--- src/rtl/rng_pkg.sv ---
// Shared definitions for the TRNG register bank: register offsets (paddr[7:0]),
// CTRL/STATUS bit positions and the entropy-collection FSM state type.
package rng_pkg;

  localparam logic [7:0] RNG_CTRL_OFS       = 8'h00;
  localparam logic [7:0] RNG_STATUS_OFS     = 8'h04;
  localparam logic [7:0] RNG_SAMPLE_CNT_OFS = 8'h08;
  localparam logic [7:0] RNG_ICR_OFS        = 8'h0C;
  localparam logic [7:0] RNG_EHR0_OFS       = 8'h10;
  localparam logic [7:0] RNG_EHR1_OFS       = 8'h14;
  localparam logic [7:0] RNG_EHR2_OFS       = 8'h18;
  localparam logic [7:0] RNG_EHR3_OFS       = 8'h1C;
  localparam logic [7:0] RNG_EHR4_OFS       = 8'h20;
  localparam logic [7:0] RNG_EHR5_OFS       = 8'h24;

  // CTRL bits
  localparam int unsigned CTRL_RND_EN_BIT = 0;
  localparam int unsigned CTRL_INT_EN_BIT = 1;

  // STATUS bits
  localparam int unsigned STATUS_EHR_VALID_BIT = 0;
  localparam int unsigned STATUS_BUSY_BIT      = 1;
  localparam int unsigned STATUS_IRQ_PEND_BIT  = 2;

  typedef enum logic [1:0] {
    IDLE    = 2'd0,
    COLLECT = 2'd1,
    FULL    = 2'd2
  } rng_state_e;

endpackage

--- src/rtl/rng_sampler.sv ---
// Entropy-collection engine: sample-rate counter, bit counter, EHR shift
// register and the IDLE/COLLECT/FULL state machine.
// Ports:
//   clk, rst_n      clock, synchronous active-low reset
//   rnd_en          CTRL.RND_EN
//   sample_cnt      SAMPLE_CNT register (reload value of the rate counter)
//   rnd_bit_in      synchronised ring-oscillator bit
//   ehr_last_rd     read strobe to the last EHR word (consumes the EHR)
//   ehr             entropy holding register contents
//   ehr_valid       EHR full and not yet consumed
//   busy            FSM is in COLLECT
//   rosc_en         ring-oscillator enable (registered)
//   full_set        one-cycle pulse on the edge that fills the EHR
module rng_sampler
  import rng_pkg::*;
#(
  parameter int unsigned EHR_WIDTH = 192
) (
  input  logic                 clk,
  input  logic                 rst_n,
  input  logic                 rnd_en,
  input  logic [15:0]          sample_cnt,
  input  logic                 rnd_bit_in,
  input  logic                 ehr_last_rd,
  output logic [EHR_WIDTH-1:0] ehr,
  output logic                 ehr_valid,
  output logic                 busy,
  output logic                 rosc_en,
  output logic                 full_set
);

  localparam logic [7:0] LastBit = 8'(EHR_WIDTH - 1);

  rng_state_e  state_q;
  logic [15:0] smp_cnt_q;
  logic [7:0]  bit_cnt_q;
  logic        sample;

  assign sample   = (state_q == COLLECT) && rnd_en && (smp_cnt_q == 16'd0);
  assign full_set = sample && (bit_cnt_q == LastBit);
  assign busy     = (state_q == COLLECT);

  always_ff @(posedge clk) begin
    if (!rst_n) begin
      state_q   <= IDLE;
      smp_cnt_q <= '0;
      bit_cnt_q <= '0;
      ehr       <= '0;
      ehr_valid <= 1'b0;
      rosc_en   <= 1'b0;
    end else begin
      case (state_q)
        IDLE: begin
          if (rnd_en) begin
            state_q   <= COLLECT;
            smp_cnt_q <= sample_cnt;
            bit_cnt_q <= '0;
            rosc_en   <= 1'b1;
          end
        end
        COLLECT: begin
          if (!rnd_en) begin
            // Abort: drop the partial collection entirely.
            state_q   <= IDLE;
            bit_cnt_q <= '0;
            ehr       <= '0;
            rosc_en   <= 1'b0;
          end else if (sample) begin
            ehr       <= {ehr[EHR_WIDTH-2:0], rnd_bit_in};
            bit_cnt_q <= bit_cnt_q + 8'd1;
            smp_cnt_q <= sample_cnt;
            if (full_set) begin
              state_q   <= FULL;
              ehr_valid <= 1'b1;
              rosc_en   <= 1'b0;
            end
          end else begin
            smp_cnt_q <= smp_cnt_q - 16'd1;
          end
        end
        FULL: begin
          // EHR stays frozen until software reads the last word.
          if (ehr_last_rd) begin
            ehr       <= '0;
            bit_cnt_q <= '0;
            ehr_valid <= 1'b0;
            if (rnd_en) begin
              state_q   <= COLLECT;
              smp_cnt_q <= sample_cnt;
              rosc_en   <= 1'b1;
            end else begin
              state_q <= IDLE;
            end
          end
        end
        default: begin
          state_q <= IDLE;
          rosc_en <= 1'b0;
        end
      endcase
    end
  end

endmodule

--- src/rtl/rng_ehr_regs.sv ---
// TRNG register bank on the RNG APB slice: CTRL, STATUS, SAMPLE_CNT, ICR and
// the read-only EHR_DATA words, plus the level interrupt.
// Ports:
//   clk, rst_n        clock, synchronous active-low reset
//   cpu_rng_psel      slice select (setup and access cycles)
//   cpu_rng_pwrite    pwrite & penable (write access cycle only)
//   cpu_rng_paddr     address, [7:0] decoded
//   cpu_rng_pwdata    write data
//   rng_cpu_prdata    combinational read data, 0 when not selected
//   rnd_bit_in        synchronised ring-oscillator bit
//   rosc_en           ring-oscillator enable
//   rng_irq           registered IRQ_PEND & INT_EN
module rng_ehr_regs
  import rng_pkg::*;
#(
  parameter int unsigned EHR_WIDTH      = 192,
  parameter logic [15:0] SAMPLE_CNT_RST = 16'd100
) (
  input  logic        clk,
  input  logic        rst_n,
  input  logic        cpu_rng_psel,
  input  logic        cpu_rng_pwrite,
  input  logic [11:0] cpu_rng_paddr,
  input  logic [31:0] cpu_rng_pwdata,
  output logic [31:0] rng_cpu_prdata,
  input  logic        rnd_bit_in,
  output logic        rosc_en,
  output logic        rng_irq
);

  localparam int unsigned NumWords = EHR_WIDTH / 32;
  localparam logic [7:0]  EhrLastOfs = RNG_EHR0_OFS + 8'(4 * (NumWords - 1));

  logic        phase_q;
  logic        rnd_en_q;
  logic        int_en_q;
  logic [15:0] sample_cnt_q;
  logic        irq_pend_q;
  logic        rng_irq_q;

  logic [7:0]  addr;
  logic        wr_stb;
  logic        rd_stb;
  logic        ehr_last_rd;
  logic [7:0]  ehr_ofs;
  logic        ehr_hit;

  logic [EHR_WIDTH-1:0] ehr;
  logic                 ehr_valid;
  logic                 busy;
  logic                 full_set;

  logic [19:0] unused_bits;
  assign unused_bits = {cpu_rng_pwdata[31:16], cpu_rng_paddr[11:8]};

  assign addr   = cpu_rng_paddr[7:0];
  // pwrite already carries penable, so it alone marks the write access cycle.
  assign wr_stb = cpu_rng_psel & cpu_rng_pwrite;
  assign rd_stb = cpu_rng_psel & phase_q & ~cpu_rng_pwrite;
  assign ehr_last_rd = rd_stb && (addr == EhrLastOfs);

  assign ehr_ofs = addr - RNG_EHR0_OFS;
  assign ehr_hit = (addr >= RNG_EHR0_OFS) && (ehr_ofs[7:2] < 6'(NumWords)) &&
                   (ehr_ofs[1:0] == 2'b00);

  assign rng_irq = rng_irq_q;

  rng_sampler #(
    .EHR_WIDTH (EHR_WIDTH)
  ) u_sampler (
    .clk         (clk),
    .rst_n       (rst_n),
    .rnd_en      (rnd_en_q),
    .sample_cnt  (sample_cnt_q),
    .rnd_bit_in  (rnd_bit_in),
    .ehr_last_rd (ehr_last_rd),
    .ehr         (ehr),
    .ehr_valid   (ehr_valid),
    .busy        (busy),
    .rosc_en     (rosc_en),
    .full_set    (full_set)
  );

  always_ff @(posedge clk) begin
    if (!rst_n) begin
      phase_q      <= 1'b0;
      rnd_en_q     <= 1'b0;
      int_en_q     <= 1'b0;
      sample_cnt_q <= SAMPLE_CNT_RST;
      irq_pend_q   <= 1'b0;
      rng_irq_q    <= 1'b0;
    end else begin
      phase_q <= cpu_rng_psel ? ~phase_q : 1'b0;
      if (wr_stb && (addr == RNG_CTRL_OFS)) begin
        rnd_en_q <= cpu_rng_pwdata[CTRL_RND_EN_BIT];
        int_en_q <= cpu_rng_pwdata[CTRL_INT_EN_BIT];
      end
      if (wr_stb && (addr == RNG_SAMPLE_CNT_OFS)) begin
        sample_cnt_q <= cpu_rng_pwdata[15:0];
      end
      // A new fill beats a simultaneous ICR clear.
      if (full_set) begin
        irq_pend_q <= 1'b1;
      end else if (wr_stb && (addr == RNG_ICR_OFS) && cpu_rng_pwdata[0]) begin
        irq_pend_q <= 1'b0;
      end
      rng_irq_q <= irq_pend_q & int_en_q;
    end
  end

  always_comb begin
    rng_cpu_prdata = '0;
    if (cpu_rng_psel) begin
      case (addr)
        RNG_CTRL_OFS: begin
          rng_cpu_prdata[CTRL_RND_EN_BIT] = rnd_en_q;
          rng_cpu_prdata[CTRL_INT_EN_BIT] = int_en_q;
        end
        RNG_STATUS_OFS: begin
          rng_cpu_prdata[STATUS_EHR_VALID_BIT] = ehr_valid;
          rng_cpu_prdata[STATUS_BUSY_BIT]      = busy;
          rng_cpu_prdata[STATUS_IRQ_PEND_BIT]  = irq_pend_q;
        end
        RNG_SAMPLE_CNT_OFS: rng_cpu_prdata[15:0] = sample_cnt_q;
        default: begin
          if (ehr_hit && ehr_valid) begin
            rng_cpu_prdata = ehr[{ehr_ofs[7:2], 5'b00000} +: 32];
          end
        end
      endcase
    end
  end

endmodule

--- config.mk ---
export PLATFORM = sky130hd
export DESIGN_NAME = rng_ehr_regs
export DESIGN_NICKNAME = d
export VERILOG_FILES = /design/src/rtl/rng_pkg.sv /design/src/rtl/rng_sampler.sv /design/src/rtl/rng_ehr_regs.sv
export SDC_FILE = /design/constraint.sdc
export NUM_CORES = 1
export LEC_CHECK = 0
export ABC_AREA = 1
export CORE_ASPECT_RATIO = 0.7
export CORE_MARGIN = 2
export CORE_UTILIZATION = 55
export CTS_BUF_LIST = sky130_fd_sc_hd__clkbuf_8
export DETAILED_ROUTE_END_ITERATION = 10
export PLACE_DENSITY_LB_ADDON = 0.2
export SLEW_MARGIN = 10
export SYNTH_ARGS = -nofsm -noshare
export SYNTH_HDL_FRONTEND = slang
export SYNTH_SLANG_ARGS = --single-unit
--- constraint.sdc ---
create_clock -name clk -period 2.7 [get_ports clk]
set_input_delay 0.54 -clock clk [delete_from_list [all_inputs] [get_ports clk]]
set_output_delay 0.54 -clock clk [all_outputs]
set_load 0.01 [all_outputs]
# Word-level counts from Yosys, hierarchy flattened
# Cells that the tools add are included.
[totals]
regBits = 241
inputBits = 49
out_inout_bits = 34
word_cells = 105
[classes]
addsub = 3
order_cmp = 2
eq_ne = 14
n_shift = 1
n_mux = 40
n_bitwise = 6
n_reduce_logical = 27
[ops]
columns = ["op", "count"]
rows = [
  ["$mux W192", 3],
  ["$pmux W192 S2", 1],
  ["$shiftx A192 B12 Y32", 1],
  ["$mux W16", 5],
  ["$mux W32", 2],
  ["$pmux W16 S3", 1],
  ["$mux W8", 4],
  ["$pmux W13 S2", 1],
  ["$pmux W8 S3", 1],
  ["$eq A8 B4 Y1 const B", 2],
  ["$logic_not A16 Y1", 1],
  ["$sub A16 B1 Y16 const B", 1],
  ["$mux W1", 12],
  ["$pmux W2 S3", 2],
  ["$logic_and A1 B1 Y1", 11],
  ["$mux W2", 5],
  ["$reduce_and A3 Y1", 3],
  ["$add A8 B1 Y8 const B", 1],
  ["$eq A8 B3 Y1 const B", 1],
  ["$eq A8 B6 Y1 const B", 1],
  ["$eq A8 B8 Y1 const B", 1],
  ["$ge A8 B5 Y1 const B", 1],
  ["$logic_not A8 Y1", 1],
  ["$reduce_and A4 Y1", 2],
  ["18 further kinds", 29],
]

# Depth between registers and ports, before layout
# Gate-level depths: netlist of run 1.
[depth]
word_depth = 8
ltp_mapped = 14
mapped_depth_nobuf = 12

# By module
# A second synthesis of run 1 with hierarchy kept.
[hier_totals]
hier_cells = 2303
area_unflattened_um2 = 14764.2
[by_module_without_submodules]
columns = ["mod", "n_inst", "cells_each", "area_per_inst_um2", "seq_area_each_um2"]
rows = [
  ["rng_sampler", 1, 1581, 11265.8, 4404.2],
  ["rng_ehr_regs", 1, 722, 3498.4, 420.4],
]

# Worst setup path before layout of run 1
# OpenSTA, ideal clock, no wires.
[synth_path]
kind = "input-to-output"
startpoint = "input cpu_rng_paddr[4]"
endpoint = "output rng_cpu_prdata[21]"
t_arrival_ps = 2256
required_time_ps = 2160
setup_slack_ps = -96
cell_stages = 11
n_path_buf = 3
cell_sequence = "buf_2 inv_1 clkbuf_1 ha_1 inv_1 nand3_1 xnor2_1 nor2_2 nand3_2 buf_2 nor2_1"
[synth_between]
elab_chain_len = 8
word_cells_on_any_way = 14
cone_classes = "add/sub: 1; order compare: 2; eq/ne: 2; shift: 1; mux: 3; reduce/logical: 5"
[synth_rtl]
columns = ["element", "line", "source"]
rows = [
  ["from (decl)", "rng_ehr_regs.sv:23", "input logic [11:0] cpu_rng_paddr,"],
  ["branches (longest 6 deep; another with $sub A8 B5 Y8)", "-", ""],
  ["$mux W16 (*)", "rng_ehr_regs.sv:114", "case (addr)"],
  ["$mux W32 (*)", "rng_ehr_regs.sv:113", "if (cpu_rng_psel) begin"],
  ["to (decl)", "rng_ehr_regs.sv:25", "output logic [31:0] rng_cpu_prdata,"],
]
# Every way passes the cells marked *.

# Worst setup path after layout of run 1
[layout_path]
startpoint = "input cpu_rng_paddr[5]"
endpoint = "output rng_cpu_prdata[11]"
[layout_between]
elab_chain_len = 8
word_cells_on_any_way = 14
cone_classes = "add/sub: 1; order compare: 2; eq/ne: 2; shift: 1; mux: 3; reduce/logical: 5"
[layout_rtl]
columns = ["element", "line"]
rows = [
  ["branches (longest 6 deep; another with $sub A8 B5 Y8)", "-"],
  ["$pmux W13 S2 (*)", "rng_ehr_regs.sv:114"],
  ["$mux W32 (*)", "rng_ehr_regs.sv:113"],
]
# Marked as above.

==> impl_metrics.tcl, run 1 <==
set metrics [dict create \
    status "finished clean" \
    synthAdderAreaFrac_pct 0.5298 \
    cpMaxStageDelayCell "ha_4" \
    fin_crit_sh_pct 98.81 \
    synth_edf_count 0 \
    via_per_inst 5.650 \
    nFillCells 1925 \
    synth_top_family_by_area "compound AO/OA/AOI/OAI gates" \
    place_congestion 0.9169 \
    crit_type "input pin to primary output" \
    drt-met1-wl_um 16740 \
    first_global_vias 10576 \
    power_switching_uw 1731 \
    min_path_type "register to register" \
    clockPowerShare_pct 43.2 \
    design_area_mm2 0.01384 \
    dieHeight_um 126.6 \
    worstPathRequired_ps 2160 \
    area_growth_pct 17.20 \
    die_w_um 179.1 \
    drive_gt1_share_pct 11.78 \
    synthTopCellsByCount "382 x nor2_1, 282 x a21oi_1, 259 x o21ai_0" \
    top_layer "met4" \
    grt_start_max_net_pins 157 \
    wl_met2_um 14210 \
    synthMuxAreaShare_pct 0 \
    final_cell_count_no_fill 2127 \
    final_max_slew_viol_count 0 \
    seq_area_frac_synth_pct 40.86 \
    pre_cts_slack_ps -793.4 \
    max_stage_delay_ps 250 \
    ys_types 37 \
    cts.sinks 241 \
    yosysWarnings 0 \
    end_kind "primary output" \
    finalSetupViolations 0 \
    yosysTopAreaCellShare_pct 40.86 \
    grt_usage_pct 29.46 \
    yosysMostFrequentCell "nor2_1" \
    hold_violations 0 \
    cp_max_fo 7 \
    p_leak_uw 0.006068 \
    synth.largest_area_cell "dfxtp_1" \
    ant_nets 0 \
    drtIter0Drc 1245 \
    syn_avg_cell_area_um2 6.663 \
    num_vias 12017 \
    ctsHoldBuffers 0 \
    synth_compound_area_share_pct 28.37 \
    crit_chain "buf_4 > inv_4 > ha_4 > nand2_1 > nor2_1 > nand4_1 > nor2_4 > buf_6 > buf_12 > buf_12 > o21ai_4 > a21oi_2 > buf_2" \
    start_util_pct 56.44 \
    vdd.ir_drop.worst_mv 0.3783 \
    cts_buffers 38 \
    syn_inst 1772 \
    firstDrtPassIters 5 \
    layout_min_cycle_time_ps 2668 \
    drcViolationCount 0 \
    pwr-share-seq_pct 50.2 \
    io_pins 83 \
    clockBufferDepth 3 \
    placed_area_mm2 0.01297 \
    synthFlopType "dfxtp_1" \
    combPwrFrac_pct 6.6 \
    coreArea_mm2 0.02092 \
    cts-root-buf "clkbuf_8" \
    p_total_uw 7094 \
    synth_simple_gate_area_share_pct 20.88 \
    diodes 0 \
    io_buffers 62 \
    start_kind "input pin" \
    wl_met3_um 2479 \
    rows 44 \
    ys_seq_elements 241 \
    synth_xor_area_share_pct 0.5192 \
    final_util_pct 66.15 \
    htreeDepth 2 \
    fin_skew_ps 28.65 \
    rsz0062_at_grt "yes" \
    swShare_pct 24.40 \
    ys_top_cells_by_area "dfxtp_1 41%, nor2_1 12%, a21oi_1 12%" \
    drv_cap 0 \
    critPathArrivalTime_ps 2130 \
    async_reset_ff_share_pct 0 \
    crit_family "buffers and inverters" \
    tightest_slew_ps 744.5 \
    clk_latency_ps 540 \
    fmax_mhz 374.8 \
    hpwl_um 21430 \
    wirelength_um 34090 \
    grt.overflow.total 0 \
    antenna_found_initial 0 \
    power_per_cell_area_mw_per_mm2 512.6 \
    clk_pin_slew_worst_paths_ps 60 \
    syn-cell-area_mm2 0.01181 \
    critPathBufInv 6 \
    slew_headroom_pct 50.37 \
    finalNetCount 1879 \
    grt_pass1_wl_um 54650 \
    setup_slack_ps 32.13 \
    synth_fp_nets 1826 \
    cts_tree "yes" \
    dp_cells 2052 \
    routedWlPerCell_um 16.02 \
    die_area_mm2 0.02267 \
    p_int_uw 5363 \
    worst_path_most_repeated_cell "buf_12" \
]
state kept, by name (all words and copies together), names as in the netlist:
name and cells:
u_sampler.state_q 2, rnd_en_q 1, irq_pend_q 1, u_sampler.smp_cnt_q 16
sample_cnt_q 16, u_sampler.ehr 192, int_en_q 1, u_sampler.bit_cnt_q 8
rng_irq 1, phase_q 1, u_sampler.ehr_valid 1, u_sampler.rosc_en 1
cell type report:
type	count	area (um2)	area share (%)
Tap cell	276	345.3	2.495
Multi-Input combinational cell	1286	6086	43.98
Sequential cell	241	4826	34.87
Clock inverter	17	70.07	0.5063
Inverter	107	414.1	2.993
Timing Repair Buffer	151	1423	10.28
Clock buffer	49	674.4	4.873
power groups by stage:
stage | clock network (uW) | registers [uW] | logic [uW]
finish | 3060 | 3560 | 468
global route | 3260 | 3560 | 512
CTS | 3110 | 3560 | 450
detailed placement | 0 | 3640 | 445
global placement | 0 | 3640 | 445
floorplan | 0 | 3640 | 250
timing repair:
item,in CTS,in global routing
pin swaps,7,10
endpoints found under the setup margin,32,32
buffers inserted,5,2
resized for setup,141,40
cloned,1,1
final timing paths:
kind	startpoint	endpoint	slack, ps	depth (start not counted)
setup reg to reg	u_sampler.smp_cnt_q[10]$_SDFFE_PN0P_	u_sampler.bit_cnt_q[7]$_SDFFE_PN0P_	550	8
hold reg to reg	phase_q$_SDFF_PN0_	phase_q$_SDFF_PN0_	430	1
hold / removal	phase_q$_SDFF_PN0_	phase_q$_SDFF_PN0_	430	1
setup / recovery	cpu_rng_paddr[5]	rng_cpu_prdata[11]	30	13
stage by stage:
step	hold slack [ps]	setup TNS (ps)
after CTS	427.4	-96.33
after global placement	413.6	-21230
after global routing	452.1	-202.5
final	430.4	0
after floorplan	399.6	-179.4
after detailed placement	420.6	-22900
metal layers:
layer,vias to the layer above,GRT usage (%)
met5,-,0
met4,0,7.638
met2,435,42.47
met3,57,4.017
met1,5531,45.80
li1,5994,-
logic make-up after synthesis:
| group | after synthesis |
|---|---|
| compound gates | 648 |
| xor+xnor | 7 |
| fa+ha+maj | 5 |
| buf+inv | 245 |
| flops | 241 |
| simple gates | 626 |
cell usage in the layout, fill, tap and decap left out, types with 3 or more instances in the layout:
master,n
o31a_1,8
inv_4,5
nor2_4,5
o211ai_1,5
clkdlybuf4s50_1,21
nor2_2,5
nand4_1,9
nand2_1,181
inv_1,111
a22oi_1,3
nor2_1,374
clkbuf_2,4
o21ai_0,254
nand3_1,34
buf_12,18
or2_2,5
xor2_1,4
buf_6,5
nor3_1,5
o31ai_1,6
a21oi_1,276
o21bai_1,3
a21oi_2,8
clkdlybuf4s15_1,8
buf_4,68
inv_2,4
ha_1,4
o22ai_1,9
buf_2,23
clkbuf_8,49
o21ai_1,66
a31oi_1,3
dfxtp_1,240
No activity file was read; power rests on OpenSTA's default activity.
==> run 2, diff against run 1 <==
RECOVER_POWER = 100   (was not set)
SETUP_SLACK_MARGIN = 0.2   (was not set)
SKIP_CTS_REPAIR_TIMING = 1   (was not set)
==> impl_metrics.tcl, run 2 (synthesis gave the netlist of run 1 again) <==
set metrics [dict create \
    firstDrtPassIters 6 \
    fin_crit_sh_pct 101.5 \
    grt.overflow.total 0 \
    area_growth_pct 18.50 \
    layout_min_cycle_time_ps 2741 \
    nFillCells 1860 \
    io_buffers 62 \
    num_vias 12264 \
    power_per_cell_area_mw_per_mm2 504.2 \
    swShare_pct 24.55 \
    cts_tree "yes" \
    max_stage_delay_ps 250 \
    design_area_mm2 0.01399 \
    crit_type "input pin to primary output" \
    first_global_vias 10709 \
    final_cell_mix "363 x nor2_1, 271 x a21oi_1, 269 x o21ai_0, 240 x dfxtp_1, 182 x nand2_1" \
    critPathArrivalTime_ps 2200 \
    start_util_pct 56.44 \
    rsz0062_at_grt "yes" \
    final.setup.tns_ps -90.83 \
    clockBufferDepth 3 \
    grt_pass1_wl_um 55560 \
    htreeDepth 2 \
    drtIter0Drc 1648 \
    finalSetupViolations 3 \
    hp-start "phase_q$_SDFF_PN0_" \
    final_common_cell "nor2_1" \
    combPwrFrac_pct 6.7 \
    grt_usage_pct 30.19 \
    routedWlPerCell_um 16.71 \
    worstPathRequired_ps 2160 \
    setup_slack_ps -40.89 \
    r2r_slack_ps 60 \
    vdd.ir_drop.worst_mv 0.3959 \
    rows 44 \
    clockPowerShare_pct 42.8 \
    tightest_slew_ps 1081 \
    drcViolationCount 0 \
    violations "setup timing" \
    crit_start "cpu_rng_paddr[4]" \
    cts_buffers 37 \
    drv_cap 0 \
    clk_pin_slew_worst_paths_ps 60 \
    hold_violations 0 \
    diodes 0 \
    worst_path_most_repeated_cell "buf_6" \
    die_w_um 179.1 \
    coreArea_mm2 0.02092 \
    place_congestion 0.9125 \
    final_max_slew_viol_count 0 \
    slew_headroom_pct 27.95 \
    status "complete, but fails checks" \
    fin_skew_ps 20.45 \
    final_cell_count_no_fill 2132 \
    dp_cells 2050 \
    cts-root-buf "clkbuf_8" \
    end_kind "primary output" \
    wirelength_um 35620 \
    top_regs "u_sampler.ehr x192, sample_cnt_q x16, u_sampler.smp_cnt_q x16" \
    cpMaxStageDelayCell "ha_4" \
    via_per_inst 5.752 \
    fmax_mhz 364.8 \
    antenna_found_initial 0 \
    dieHeight_um 126.6 \
    start_kind "input pin" \
    cp_max_fo 6 \
    hpwl_um 22610 \
    crit_chain "buf_8 > inv_6 > ha_4 > nand2_2 > nor2_2 > nand4_1 > nor2_4 > nand3_4 > buf_8 > buf_6 > buf_6 > nor2_4 > buf_6" \
    cts.sinks 241 \
    r2r_start "u_sampler.smp_cnt_q[10]$_SDFFE_PN0P_" \
    p_leak_uw 0.006154 \
    pwr-share-seq_pct 50.5 \
    largest_reg_flops 192 \
    finalNetCount 1887 \
    io_pins 83 \
    die_area_mm2 0.02267 \
    final_util_pct 66.88 \
    drive_gt1_share_pct 12.72 \
    placed_area_mm2 0.01308 \
    clk_latency_ps 530 \
    power_switching_uw 1732 \
    min_path_type "register to register" \
    ant_nets 0 \
    p_int_uw 5323 \
    grt_start_max_net_pins 157 \
    top_register "u_sampler.ehr" \
]
run 2: worst max-delay path: cells and delay by family:
family,cells,cell delay [ps]
and+or+nand+nor,6,740
buffers and inverters,6,660
adders and majority gates,1,250
run 2: stage by stage:
step	setup WS [ps]	power, uW	hold slack (ps)
after floorplan	207.4	3901	399.7
after global placement	-758.1	4078	406.6
after detailed placement	-793.1	4079	419.4
after CTS	-791.4	7054	428.1
after global routing	-123.8	7283	448.5
final	-40.89	7055	428.7
run 2: power groups by stage:
stage | registers, uW | clock network [uW] | logic (uW)
finish | 3560 | 3020 | 471
global route | 3560 | 3220 | 508
CTS | 3560 | 3050 | 440
detailed placement | 3640 | 0 | 438
global placement | 3640 | 0 | 437
floorplan | 3640 | 0 | 262
run 2: path summary, 6_finish.rpt:
check | endpoint | cells after the start
worst max register to register | u_sampler.ehr[158]$_SDFFE_PN0P_ | 9
worst min register to register | phase_q$_SDFF_PN0_ | 1
worst min-delay path | phase_q$_SDFF_PN0_ | 1
worst max-delay path | rng_cpu_prdata[24] | 13
run 2: cell type report:
| type | instances | area, um2 | area share [%] |
|---|---|---|---|
| well taps | 276 | 345.3 | 2.468 |
| flip-flops and latches | 241 | 4826 | 34.49 |
| multi-input cells | 1286 | 6147 | 43.93 |
| clock buffers | 48 | 660.6 | 4.721 |
| repair buffers | 160 | 1540 | 11.01 |
| clock inverters | 14 | 61.31 | 0.4382 |
| inverters | 107 | 411.6 | 2.942 |
run 2: per-layer routing:
metal	global-route usage (%)	share of wire (%)	vias to the layer above
met3	6.055	9.5	63
met5	0	0	-
met1	45.99	46	5619
met4	9.061	2.2	0
li1	-	-	6015
met2	42.65	42	567
